--- src/rtl/dsp_mac_sequencer.sv ---
// Sequences signed 18x18 operand pairs into an external DSP MAC slice and captures one result per frame.
// Define MAC_SEQ_ROUND_EN to preload the round constant via C and return DSP_P >>> RND_SHIFT.
//   state | meaning
//   IDLE  | waiting for the first pair of a frame
//   ACCUM | accepting the remaining pairs of the frame
//   DRAIN | waiting out the DSP pipeline after the last pair
//   HOLD  | result presented until the consumer takes it
module dsp_mac_sequencer #(
    parameter int N_TAPS      = 8,
    parameter int DSP_LATENCY = 3,
    parameter int OPM_SKEW    = 1,
    parameter int RND_SHIFT   = 4
) (
    input  logic               CLK,
    input  logic               RSTN,
    input  logic               IN_VALID,
    output logic               IN_READY,
    input  logic signed [17:0] IN_A,
    input  logic signed [17:0] IN_B,
    output logic signed [17:0] A_OUT,
    output logic signed [17:0] B_OUT,
    output logic        [47:0] C_OUT,
    output logic        [7:0]  OPMODE_OUT,
    output logic               CE_OUT,
    input  logic        [47:0] DSP_P,
    input  logic               DSP_CARRYOUT,
    output logic               OUT_VALID,
    input  logic               OUT_READY,
    output logic        [47:0] OUT_P,
    output logic               OUT_CARRY
);

    localparam int FCW = $clog2(N_TAPS + 1);
    localparam int DCW = (DSP_LATENCY < 1) ? 1 : $clog2(DSP_LATENCY + 1);
    localparam logic [FCW-1:0] LAST_CNT = FCW'(N_TAPS - 1);
    localparam logic [DCW-1:0] DRAIN_LD = DCW'(DSP_LATENCY);
    localparam logic [7:0]     OP_ACC   = 8'h09;

`ifdef MAC_SEQ_ROUND_EN
    localparam logic [7:0]  OP_FIRST = 8'h0D;
    localparam logic [47:0] C_CONST  = 48'd1 << (RND_SHIFT - 1);
`else
    localparam logic [7:0]  OP_FIRST = 8'h01;
    localparam logic [47:0] C_CONST  = 48'd0;
`endif

    typedef enum logic [1:0] {S_IDLE, S_ACCUM, S_DRAIN, S_HOLD} state_t;

    state_t             state_q;
    logic [FCW-1:0]     frame_cnt_q;
    logic [DCW-1:0]     drain_cnt_q;
    logic signed [17:0] a_q, b_q;
    logic [47:0]        c_q;
    logic [7:0]         beat_op_q;
    logic [47:0]        p_q;
    logic               valid_q;
    logic               carry_q;

    logic               accept;
    logic [7:0]         beat_op_d;
    logic [47:0]        p_cap_d;

    assign IN_READY  = (state_q == S_IDLE) || (state_q == S_ACCUM);
    assign accept    = IN_VALID && IN_READY;
    assign beat_op_d = (accept && state_q == S_IDLE) ? OP_FIRST : OP_ACC;

`ifdef MAC_SEQ_ROUND_EN
    assign p_cap_d = $signed(DSP_P) >>> RND_SHIFT;
`else
    assign p_cap_d = DSP_P;
`endif

    always_ff @(posedge CLK or negedge RSTN) begin
        if (!RSTN) begin
            state_q     <= S_IDLE;
            frame_cnt_q <= '0;
            drain_cnt_q <= '0;
            a_q         <= '0;
            b_q         <= '0;
            c_q         <= '0;
            beat_op_q   <= OP_ACC;
            p_q         <= '0;
            valid_q     <= 1'b0;
            carry_q     <= 1'b0;
        end else begin
            // Non-accept cycles feed zero operands so the running sum is untouched.
            a_q       <= accept ? IN_A : '0;
            b_q       <= accept ? IN_B : '0;
            c_q       <= C_CONST;
            beat_op_q <= beat_op_d;
            case (state_q)
                S_IDLE: begin
                    if (accept) begin
                        carry_q     <= 1'b0;
                        frame_cnt_q <= FCW'(1);
                        if (N_TAPS == 1) begin
                            state_q     <= S_DRAIN;
                            drain_cnt_q <= DRAIN_LD;
                        end else begin
                            state_q <= S_ACCUM;
                        end
                    end
                end
                S_ACCUM: begin
                    carry_q <= carry_q | DSP_CARRYOUT;
                    if (accept) begin
                        frame_cnt_q <= frame_cnt_q + FCW'(1);
                        if (frame_cnt_q == LAST_CNT) begin
                            state_q     <= S_DRAIN;
                            drain_cnt_q <= DRAIN_LD;
                        end
                    end
                end
                S_DRAIN: begin
                    carry_q <= carry_q | DSP_CARRYOUT;
                    if (drain_cnt_q == '0) begin
                        p_q     <= p_cap_d;
                        valid_q <= 1'b1;
                        state_q <= S_HOLD;
                    end else begin
                        drain_cnt_q <= drain_cnt_q - DCW'(1);
                    end
                end
                S_HOLD: begin
                    if (OUT_READY) begin
                        valid_q     <= 1'b0;
                        frame_cnt_q <= '0;
                        state_q     <= S_IDLE;
                    end
                end
                default: state_q <= S_IDLE;
            endcase
        end
    end

    // OPMODE trails its A/B beat by OPM_SKEW cycles to meet the DSP's internal OPMODE register stage.
    generate
        if (OPM_SKEW == 0) begin : g_no_skew
            assign OPMODE_OUT = beat_op_q;
        end else begin : g_skew
            logic [7:0] opm_sr_q [OPM_SKEW];
            always_ff @(posedge CLK or negedge RSTN) begin
                if (!RSTN) begin
                    for (int i = 0; i < OPM_SKEW; i++) opm_sr_q[i] <= OP_ACC;
                end else begin
                    opm_sr_q[0] <= beat_op_q;
                    for (int i = 1; i < OPM_SKEW; i++) opm_sr_q[i] <= opm_sr_q[i-1];
                end
            end
            assign OPMODE_OUT = opm_sr_q[OPM_SKEW-1];
        end
    endgenerate

    assign A_OUT     = a_q;
    assign B_OUT     = b_q;
    assign C_OUT     = c_q;
    assign CE_OUT    = RSTN;
    assign OUT_VALID = valid_q;
    assign OUT_P     = p_q;
    assign OUT_CARRY = carry_q;

endmodule
--- config.mk ---
export PLATFORM = sky130hd
export DESIGN_NAME = dsp_mac_sequencer
export DESIGN_NICKNAME = d
export VERILOG_FILES = /design/src/rtl/dsp_mac_sequencer.sv
export SDC_FILE = /design/constraint.sdc
export NUM_CORES = 1
export LEC_CHECK = 0
export CAP_MARGIN = 20
export CORE_MARGIN = 5
export CORE_UTILIZATION = 41
export DETAILED_ROUTE_END_ITERATION = 7
export GPL_ROUTABILITY_DRIVEN = 0
export PLACE_DENSITY = 0.86
export SLEW_MARGIN = 20
export SYNTH_ARGS = -nofsm -noshare
export SYNTH_HDL_FRONTEND = slang
export SYNTH_SLANG_ARGS = --single-unit
--- constraint.sdc ---
create_clock -name CLK -period 2.8 [get_ports CLK]
set_clock_uncertainty 0.2 [all_clocks]
set_input_delay 0.56 -clock CLK [delete_from_list [all_inputs] [get_ports CLK]]
set_output_delay 0.56 -clock CLK [all_outputs]
set_load 0.01 [all_outputs]
==> Yosys cells after proc, flatten, opt, wreduce, memory -nomap -nowiden <==
Cells that the tools add are included.
{ "word_totals": {"input_bits": 89, "rom_bits": 0, "ff_bits": 102, "elab_cells": 61, "out_inout_bits": 144, "latch_bits": 0, "memories": 0, "ramBits": 0} }
{ "op_classes": {"div": 0, "mul": 0, "bitwise_logic": 1, "n_reduce_logical": 16, "muxes": 22, "n_shift": 0, "n_eq_ne": 10, "magnitude_cmp": 0, "n_addsub": 2} }
{ "ops": {"columns": ["cell", "count"], "rows": [
  ["$mux W18", 2],
  ["$mux W2", 8],
  ["$mux W4", 4],
  ["$pmux W4 S3", 1],
  ["$ne A2 B2 Y1 const B", 5],
  ["$pmux W2 S4", 1],
  ["$reduce_and A4 Y1", 2],
  ["$reduce_bool A2 Y1", 3],
  ["$reduce_and A5 Y1", 1],
  ["$add A4 B1 Y4 const B", 1],
  ["$eq A2 B2 Y1 const B", 2],
  ["$eq A4 B3 Y1 const B", 1],
  ["$logic_not A2 Y1", 2],
  ["$pmux W1 S2", 2],
  ["$pmux W2 S2", 1],
  ["$reduce_and A2 Y1", 2],
  ["$mux W1", 3],
  ["$reduce_and A3 Y1", 1],
  ["$reduce_bool A3 Y1", 1],
  ["$eq A2 B1 Y1 const B", 1],
  ["$logic_and A1 B1 Y1", 2],
  ["$ne A2 B1 Y1 const B", 1],
  ["$reduce_or A2 Y1", 1],
  ["$sub A2 B1 Y2 const B", 1],
  ["2 further kinds", 2]
]} }

==> Logic depth before layout (Yosys ltp) <==
Gate-level depths: netlist of the first run.
{ "depth": {"depth_word": 5, "ltp_mapped": 7, "mapped_depth_nobuf": 6} }

==> Worst setup path after synthesis of the first run <==
OpenSTA, ideal clock, no wires.
{ "synth_path": {"path_type": "register to register", "from": "register state_q[0]", "to": "register frame_cnt_q[2]", "path_buffers": 0, "setup_ns": 0.128, "slack_ns": 0.924, "required_time_ns": 2.472, "stages_incl_launch_ff": 7, "arrival_ns": 1.548, "cell_sequence": "dfrtp_1 inv_1 ha_1 or2_1 a221o_2 o21ai_0 o31ai_1"} }
{ "synth_via": {"elab_chain_len": 5, "elab_cells_between_ends": 11} }
{ "synth_rtl": {"columns": ["item", "line", "source"], "rows": [
  ["start: declaration", "49", "state_t state_q;"],
  ["start signal: assignment", "75", "state_q <= S_IDLE;"],
  ["start signal: assignment", "97", "state_q <= S_DRAIN;"],
  ["start signal: assignment", "100", "state_q <= S_ACCUM;"],
  ["$eq A2 B1 Y1 or $logic_not A2 Y1 (tied branches)", "63, 91", null],
  ["$logic_or A1 B1 Y1", "63", "assign IN_READY = (state_q == S_IDLE) || (state_q == S_ACCUM);"],
  ["$logic_and A1 B1 Y1", "64", "assign accept = IN_VALID && IN_READY;"],
  ["$ne A2 B2 Y1 (no line)", null, null],
  ["$reduce_and A4 Y1 (no line)", null, null],
  ["end signal: assignment", "107", "frame_cnt_q <= frame_cnt_q + FCW'(1);"],
  ["end: declaration", "50", "logic [FCW-1:0] frame_cnt_q;"]
]} }
Several ways; a longest one is shown, not always the timed one.
A chain may end at the register's enable or synchronous reset.

==> Worst setup path after layout of the first run <==
{ "layout_path": {"from": "register state_q[0]", "to": "output IN_READY"} }
{ "layout_via": {"elab_chain_len": 2, "elab_cells_between_ends": 3} }
{ "layout_rtl": {"columns": ["item", "line", "source"], "rows": [
  ["$eq A2 B1 Y1 or $logic_not A2 Y1 (tied branches)", "63", null],
  ["$logic_or A1 B1 Y1 (*)", "63", null],
  ["end: declaration", "17", "output logic IN_READY,"]
]} }
Mark *: on every way between the ends. The rest lies on a longest branch, timed or not.

==> results of run 1 <==
-- state kept, by name (all words and copies together) (netlist names) --
signal	count
A_OUT	18
OUT_VALID	1
OPMODE_OUT	1
state_q	2
B_OUT	18
frame_cnt_q	4
beat_op_q	1
OUT_CARRY	1
OUT_P	48
drain_cnt_q	2
-- worst register-to-register path, cell delays in order (launching register included) --
cell and delay (ps):
dfrtp_1 420, inv_1 110, ha_1 240, or2_4 290
a221o_2 440, o21ai_0 250, o31ai_1 140
-- Yosys cell counts (all sizes together), types with 3 or more instances --
master	count
dfrtp	94
buf	63
mux2	50
and3	37
nand2	10
inv	9
clkbuf	7
ha	7
o21ai	5
a21oi	3
mux2i	3
-- layout by cell type (no fill, tap or decap), types with 2 or more instances in the layout --
cell	n
inv_1	9
o21ai_0	5
mux2i_1	3
buf_4	5
conb_1	55
clkdlybuf4s50_1	176
dfstp_2	2
inv_6	3
and3_1	37
mux2_2	50
clkbuf_8	9
ha_1	6
a21oi_1	3
clkinv_4	2
o31ai_1	2
nand3_1	2
nor2b_1	2
dfrtp_1	94
nand2_1	9
-- metrics by stage --
step	utilization [%]	area [um2]	setup WS (ps)	instances
after floorplan	-	4230	924	360
after global placement	59.2	5740	394	605
after detailed placement	59.2	5740	319	605
after global routing	61.4	5950	13.4	621
after CTS	61.3	5940	87.4	621
final	61.4	5950	131	621
-- per-layer routing --
metal  vias up  part of all wire [%]
li1       1273                     -
met1      1362                    37
met2       166                    50
met3        12                    11
met4         0                   1.6
met5         -                     0
-- power by group --
part	internal, mW	leakage (nW)	switching [mW]	total (mW)
Clock	0.350	0.0995	0.522	0.872
Combinational	1.44	1.48	1.02	2.46
Sequential	1.92	1.19	0.267	2.19
Total	3.71	2.77	1.81	5.52
-- cell type report --
| class | instances | share of cell area, % |
|---|---|---|
| Multi-Input combinational cell | 185 | 22.3 |
| Clock inverter | 7 | 1.20 |
| Clock buffer | 9 | 2.08 |
| Inverter | 9 | 0.568 |
| Timing Repair Buffer | 182 | 30.6 |
| Tap cell | 133 | 2.80 |
| Sequential cell | 96 | 40.4 |
-- cells by family after synthesis --
kind of cell	after synthesis	share of synthesized area [%]
other	2	0.186
adders and majority gates	7	2.17
AOI/OAI and AO/OA	15	2.64
and+or+nand+nor	55	7.82
DFF	96	59.7
muxes	53	14.7
buffers and inverters	79	12.8
-- final timing paths --
check	start	depth (start not counted)	endpoint	slack, ps
max in group asynchronous	RSTN	3	OUT_VALID$_DFFE_PN0P_	1220
min in group CLK	beat_op_q[3]$_DFF_PN1_	0	OPMODE_OUT[3]$_DFF_PN1_	170
worst max-delay path	state_q[0]$_DFFE_PN0P_	4	IN_READY	130
worst max register to register	state_q[0]$_DFFE_PN0P_	6	frame_cnt_q[2]$_DFFE_PN0P_	580
worst min register to register	beat_op_q[3]$_DFF_PN1_	0	OPMODE_OUT[3]$_DFF_PN1_	170
worst min-delay path	RSTN	2	OUT_P[14]$_DFFE_PN0P_	10
-- timing repair --
action	in CTS	in global routing
gates cloned	0	0
buffers inserted	0	0
hold endpoints to repair	0	0
gates resized for setup	2	1
endpoints found under the setup margin	1	1
==> flow_summary.yaml, run 1 <==
critical_path:
  critPathKind: "register to output pin"
  start_kind: "register"
  required_ps: 2040
  critical_path_arrival_ps: 1910
  cp_cell_sequence: "inv_1, ha_1, or2_4, clkdlybuf4s50_1"
  cp_slowest_cell: "clkdlybuf4s50_1"
  cp-end-kind: "output pin"
  cpPeakStageDelay_ps: 490
  path_delay_family: "buffers and inverters"
  worst-path-buf-inv: 2
  crit_path_max_fanout: 4
timing:
  finalSetupViolCount: 0
  finalCriticalPeriod_ps: 2670
  tns_ps: 0
  hold_slack_ps: 12.5
  tightest_slew_ps: 783
  period_share_pct: 95.3
  max_clock_freq_mhz: 375
  rsz0062_at_grt: "no"
  hold_viol: 0
  slew_viol_final: 0
  slew-limit-headroom_pct: 47.8
layout:
  antennaDiodeCount: 0
  layout-drive-gt1-share_pct: 16.2
  nFillCells: 751
  multi_input_area_um2: 1330
  final_nets: 579
  ff_latch_area_um2: 2400
  syn2layout_area_growth_pct: 47.5
clocking:
  cts.sinks: 96
  cts_buffers: 9
  hold_buffers: 0
  htreeDepth: 3
  tritoncts: "built"
  ctsRootBufferMaster: "clkbuf_8"
  path_clk_slew_ps: 110
  clock_path_buffers: 2
  clkLatencyLatePin_ps: 350
synth:
  synth_top_area_cell: "dfrtp_1"
  ys_ff_latch: 96
  synth-seq-area-share_pct: 59.7
  synth_top_area_share_pct: 58.4
  synth_area_um2: 4030
  yosys_warnings: 0
  synth_area_leaders: "dfrtp_1 (58%), mux2_2 (14%), buf_4 (10%)"
  synth-edff-count: 0
  synth_flop_cell: "dfrtp_1"
  async_flop_share_pct: 100
  yosysUniqueCellTypes: 26
  postSynthAreaPerCell_um2: 13.1
  synth_cells: 307
drt:
  totalWireLength_um: 10100
  drc: 0
  drt_iter0_markers: 140
  vias: 2813
  avgViaCountPerCell: 4.53
  drt.antenna.violating_nets: 0
  wl_per_cell_um: 16.3
  drt_first_pass_iters: 4
global_routing:
  grt_use_met3_pct: 6.04
  antenna_found_initial: 0
  grtUsageTotal_pct: 17.1
  grt.overflow.total: 0
  grt_pass1_vias: 2959
  gr-max-usage-layer: "met2"
  grt_pass1_wl_um: 15500
  use_met2_pct: 29.5
  grt_max_degree: 64
  grtUsageMet1_pct: 20.1
run:
  maxCapViolCount: 0
place:
  hpwl_um: 7940
  portBuffers: 177
floorplan:
  ios: 233
  dieArea_um2: 11900
  start_util_pct: 41.6
  die_y_um: 109
  fp.coreArea_um2: 9680
  die_w_um: 109
  num_rows: 36
hold_path:
  min_path_type: "input pin to asynchronous set/reset pin"
pwr:
  p_leak_nw: 2.77
  finalPower_mw: 5.52
  ir_drop_uv: 545
  power_density_nw_per_um2: 929
run_status:
  status: "finished clean"
Note: power is estimated with default switching activity, not from simulation.
==> run 2, diff against run 1 <==
Settings changed: ABC_AREA set to 1, CELL_PAD_IN_SITES_DETAIL_PLACEMENT set to 1, CELL_PAD_IN_SITES_GLOBAL_PLACEMENT set to 2, CORE_UTILIZATION 41 to 24, PLACE_DENSITY 0.86 to unset, PLACE_DENSITY_LB_ADDON set to 0.1.
==> flow_summary.yaml, run 2 <==
clocking:
  clkLatencyLatePin_ps: 340
  cts_buffers: 9
  ctsRootBufferMaster: "clkbuf_16"
  htreeDepth: 3
  clock_path_buffers: 2
  cts.sinks: 96
  cts_setup_buffers: 0
  path_clk_slew_ps: 70
  tritoncts: "built"
synth:
  synth-seq-area-share_pct: 57.7
  yosysUniqueCellTypes: 22
  synth_area_um2: 4170
  postSynthAreaPerCell_um2: 11.5
  ys_ff_latch: 96
  synth_area_leaders: "dfrtp_1 (56%), mux2_2 (11%), buf_4 (10%)"
  synth_commonest_cells: "dfrtp_1 (94), buf_4 (57), inv_1 (49)"
  synth_flop_cell: "dfrtp_1"
  synth-edff-count: 0
  synth_top_area_share_pct: 56.4
  async_flop_share_pct: 100
  synth_cells: 361
  synth_top_area_cell: "dfrtp_1"
  yosys_warnings: 0
  synth_most_common_cell: "dfrtp_1"
drt:
  totalWireLength_um: 11000
  drt_iter0_markers: 79
  drt_first_pass_iters: 3
  vias: 2855
  avgViaCountPerCell: 3.72
  drt.antenna.violating_nets: 0
  wl_per_cell_um: 14.3
  drc: 0
place:
  dpl-instance-area_um2: 5940
  hpwl_um: 8270
  portBuffers: 177
critical_path:
  critical_path_arrival_ps: 1910
  r2r_slack_ps: 730
  start_kind: "register"
  timing.rr.end: "OUT_P[18]$_DFFE_PN0P_"
  rr_startpoint: "state_q[0]$_DFFE_PN0P_"
  required_ps: 2040
  cp-end-kind: "output pin"
  critPathKind: "register to output pin"
  crit_path_max_fanout: 4
  reg2reg_depth: 4
run:
  maxCapViolCount: 0
timing:
  hold_viol: 0
  tns_ps: 0
  slew_viol_final: 0
  finalCriticalPeriod_ps: 2670
  rsz0062_at_grt: "no"
  period_share_pct: 95.5
  max_clock_freq_mhz: 374
  finalSetupViolCount: 0
  tightest_slew_ps: 900
  slew-limit-headroom_pct: 40.0
layout:
  largest_reg_flops: 48
  final_common_cell: "clkdlybuf4s50_1"
  antennaDiodeCount: 0
  syn2layout_area_growth_pct: 50.6
  stdcell_area_um2: 6280
  fin_util_pct: 36.6
  mostFrequentLayoutCells: "clkdlybuf4s50_1 (176), dfrtp_1 (94), conb_1 (55), inv_1 (49)"
  final_nets: 635
  layout-drive-gt1-share_pct: 13.6
run_status:
  status: "finished clean"
floorplan:
  die_w_um: 142
  ios: 233
  die_y_um: 142
  num_rows: 48
  fp.coreArea_um2: 17200
  start_util_pct: 24.3
  dieArea_um2: 20100
pwr:
  p_leak_nw: 2.99
  ir_drop_uv: 328
  power_density_nw_per_um2: 992
global_routing:
  grt_max_degree: 70
  grt_pass1_wl_um: 17000
  grtUsageTotal_pct: 10.7
  grt.overflow.total: 0
  grt_pass1_vias: 3033
  antenna_found_initial: 0
hold_path:
  min_path_type: "input pin to asynchronous set/reset pin"
-- run 2: cell types whose count changed after synthesis, moves of 3 or more --
cell | before | now
mux2_4 | 0 | 9
clkbuf_1 | 7 | 0
nor2_1 | 1 | 39
nand2_1 | 10 | 27
o21ai_0 | 5 | 9
nand3_1 | 2 | 7
mux2i_1 | 3 | 0
buf_6 | 0 | 5
buf_2 | 7 | 4
mux2_2 | 50 | 39
inv_1 | 9 | 49
and3_1 | 37 | 0
-- run 2: worst max-delay path, stage by stage, from the launching register on --
cell	delay, ps
dfrtp_1	400
inv_1	100
ha_1	240
or2_2	340
clkdlybuf4s50_1	490
-- run 2: worst max path at each step --
stage / start / to / slack (ps) / depth (start not counted)
after detailed placement: state_q[1]$_DFFE_PN0P_ / IN_READY / 430 / 4
after global routing: state_q[0]$_DFFE_PN0P_ / IN_READY / 40 / 4
final: state_q[0]$_DFFE_PN0P_ / IN_READY / 130 / 4
after CTS: state_q[1]$_DFFE_PN0P_ / IN_READY / 50 / 4
after global placement: state_q[1]$_DFFE_PN0P_ / IN_READY / 460 / 4
after floorplan: state_q[1]$_DFFE_PN0P_ / IN_READY / 970 / 4
-- run 2: per-stage QoR --
step	worst slack [ps]	instances	power, mW	hold WS, ps
2_1_floorplan	967	414	3.54	64.4
3_3_place_gp	462	753	4.85	146
3_5_place_dp	435	753	4.90	156
4_1_cts	50.8	768	6.37	23.9
5_1_grt	41.3	768	6.66	50.4
6_report	126	768	6.23	28.2
-- run 2: routing by layer --
layer | wire [um] | track usage, % | vias to the layer above
li1 | - | - | 1358
met1 | 4850 | 13.7 | 1336
met2 | 4850 | 16.3 | 149
met3 | 1090 | 4.28 | 12
met4 | 177 | 4.39 | 0
met5 | 0 | 0 | -
-- run 2: layout make-up --
| class | count | area (um2) |
|---|---|---|
| inverters | 49 | 184 |
| fillers | 1935 | 10900 |
| clock inverters | 6 | 115 |
| clock buffers | 9 | 225 |
| repair buffers | 180 | 1790 |
| flip-flops and latches | 96 | 2400 |
| well taps | 225 | 282 |
| multi-input cells | 203 | 1280 |
-- run 2: timing repair --
item,in CTS,in global routing
hold buffers,0,0
endpoints found under the setup margin,0,1
resized for setup,0,1
-- run 2: cells by family (layout without fill, tap and decap cells) --
family,after synthesis,count (layout),share of synthesized area (%)
adder cells (fa/ha/maj),7,7,2.10
AO/OA/AOI/OAI,14,14,1.80
AND/OR/NAND/NOR,79,79,7.95
other,2,55,0.180
buffers and inverters,115,244,16.5
flip-flops,96,96,57.7
multiplexers,48,48,13.8
-- run 2: power by group --
part	internal (mW)	total, mW	leakage, nW	switching, mW
Clock	0.875	1.42	0.163	0.545
Sequential	1.94	2.19	1.19	0.252
Combinational	1.51	2.62	1.63	1.12
Total	4.32	6.23	2.99	1.92
==> run 3, diff against run 2 <==
Settings changed: CORE_ASPECT_RATIO set to 1.2.
==> flow_summary.yaml, run 3 (synthesis gave the netlist of run 2 again) <==
floorplan:
  die_y_um: 154
  ios: 233
  fp.coreArea_um2: 17000
  dieArea_um2: 20100
  num_rows: 52
  die_w_um: 130
  start_util_pct: 24.6
pwr:
  combPwrFrac_pct: 44.2
  power_density_nw_per_um2: 966
  p_seq_share_pct: 36.7
  p_sw_share_pct: 32.5
  p_leak_nw: 2.94
  p_int_mw: 4.03
  pwr-share-clk_pct: 19.0
  p_switching_mw: 1.94
  ir_drop_uv: 515
clocking:
  tritoncts: "built"
  clkLatencyLatePin_ps: 340
  path_clk_slew_ps: 60
  clock_path_buffers: 2
  hold_buffers: 0
  cts_buffers: 9
  htreeDepth: 3
  cts.sinks: 96
  ctsRootBufferMaster: "clkbuf_16"
global_routing:
  antenna_found_initial: 0
  grt_max_degree: 63
  grt.overflow.total: 0
  grt_pass1_wl_um: 18000
  grt_pass1_vias: 3044
  grtUsageTotal_pct: 11.9
run_status:
  status: "finished clean"
timing:
  period_share_pct: 95.9
  hold_viol: 0
  slew-limit-headroom_pct: 44.3
  finalSetupViolCount: 0
  finalCriticalPeriod_ps: 2690
  hold_slack_ps: 160
  max_clock_freq_mhz: 372
  rsz0062_at_grt: "no"
  tightest_slew_ps: 836
  tns_ps: 0
  slew_viol_final: 0
critical_path:
  critical_path_arrival_ps: 1930
  cpPeakStageDelay_ps: 490
  start_kind: "register"
  crit_path_max_fanout: 4
  cp-end-kind: "output pin"
  required_ps: 2040
  critPathKind: "register to output pin"
  cp_slowest_cell: "clkdlybuf4s50_1"
  cp_cell_sequence: "inv_1, ha_1, or2_2, clkdlybuf4s50_1"
drt:
  drt_iter0_markers: 96
  drt_first_pass_iters: 3
  drt.antenna.violating_nets: 0
  wl_per_cell_um: 16.1
  drc: 0
  avgViaCountPerCell: 3.81
  totalWireLength_um: 12200
  vias: 2885
place:
  portBuffers: 177
  hpwl_um: 9330
layout:
  layout-drive-gt1-share_pct: 13.3
  largest_reg_flops: 48
  syn2layout_area_growth_pct: 48.3
  antennaDiodeCount: 0
  final_common_cell: "clkdlybuf4s50_1"
  final_nets: 634
  mostFrequentLayoutCells: "clkdlybuf4s50_1 (176), dfrtp_1 (94), conb_1 (55), inv_1 (49)"
run:
  maxCapViolCount: 0
hold_path:
  min_path_type: "register to register"
==> run 3: cell types whose count changed in the layout (fill, tap and decap cells not counted), sizes merged <==
cell      delta
clkinvlp     +1
inv          -1
clkbuf       +1
bufinv       -3
clkinv       +2
buf          -1
==> run 3: power groups by stage <==
stage               Combinational, mW  Clock, mW  Sequential [mW]
global placement                 2.67          0             2.20
finish                           2.64       1.14             2.19
detailed placement               2.71          0             2.22
CTS                              2.71       1.21             2.20
global route                     2.88       1.26             2.26
floorplan                        1.10          0             2.44
==> run 3: critical path: cells and delay by family, from the launching register on <==
family                     cells  cell delay, ps
adders and majority gates      1             240
buffers and inverters          2             590
DFF                            1             400
and+or+nand+nor                1             340
==> run 3: layout make-up <==
class | instances | area (um2)
clock buffers | 10 | 229
flip-flops and latches | 96 | 2400
repair buffers | 179 | 1780
multi-input cells | 203 | 1280
inverters | 49 | 184
fillers | 1902 | 10800
well taps | 216 | 270
clock inverters | 5 | 33.8
==> run 3: path summary, 6_finish.rpt <==
check	endpoint	cells after the start	slack, ps	startpoint
worst max-delay path	IN_READY	4	110	state_q[0]$_DFFE_PN0P_
worst max register to register	OUT_P[42]$_DFFE_PN0P_	4	610	state_q[0]$_DFFE_PN0P_
worst min-delay path	OPMODE_OUT[3]$_DFF_PN1_	0	160	beat_op_q[3]$_DFF_PN1_
worst min register to register	OPMODE_OUT[3]$_DFF_PN1_	0	160	beat_op_q[3]$_DFF_PN1_
max in group asynchronous	B_OUT[2]$_DFF_PN0_	3	1150	RSTN
min in group asynchronous	A_OUT[16]$_DFF_PN0_	2	210	RSTN
==> run 3: per-layer routing <==
layer	GRT usage (%)	up-vias	part of all wire, %
met5	0	-	0
met4	5.05	0	1.9
met3	3.04	14	9.7
met2	19.4	141	47
met1	15.0	1375	41
li1	-	1355	-
==> run 3: timing repair <==
| action | CTS | global route |
|---|---|---|
| resized for setup | 0 | 1 |
| endpoints found under the setup margin | 0 | 1 |
| buffers inserted | 0 | 0 |
==> run 3: metrics by stage <==
stage                     power, mW  std cells  area [um2]  setup WS, ps  utilization, %
after CTS                      6.11        758        6180          26.1            36.4
after floorplan                3.54        414        4370           967               -
final                          5.97        758        6180           115            36.4
after detailed placement       4.93        743        5920           429            34.9
after global routing           6.40        758        6180          27.9            36.4
after global placement         4.86        743        5920           450            34.9
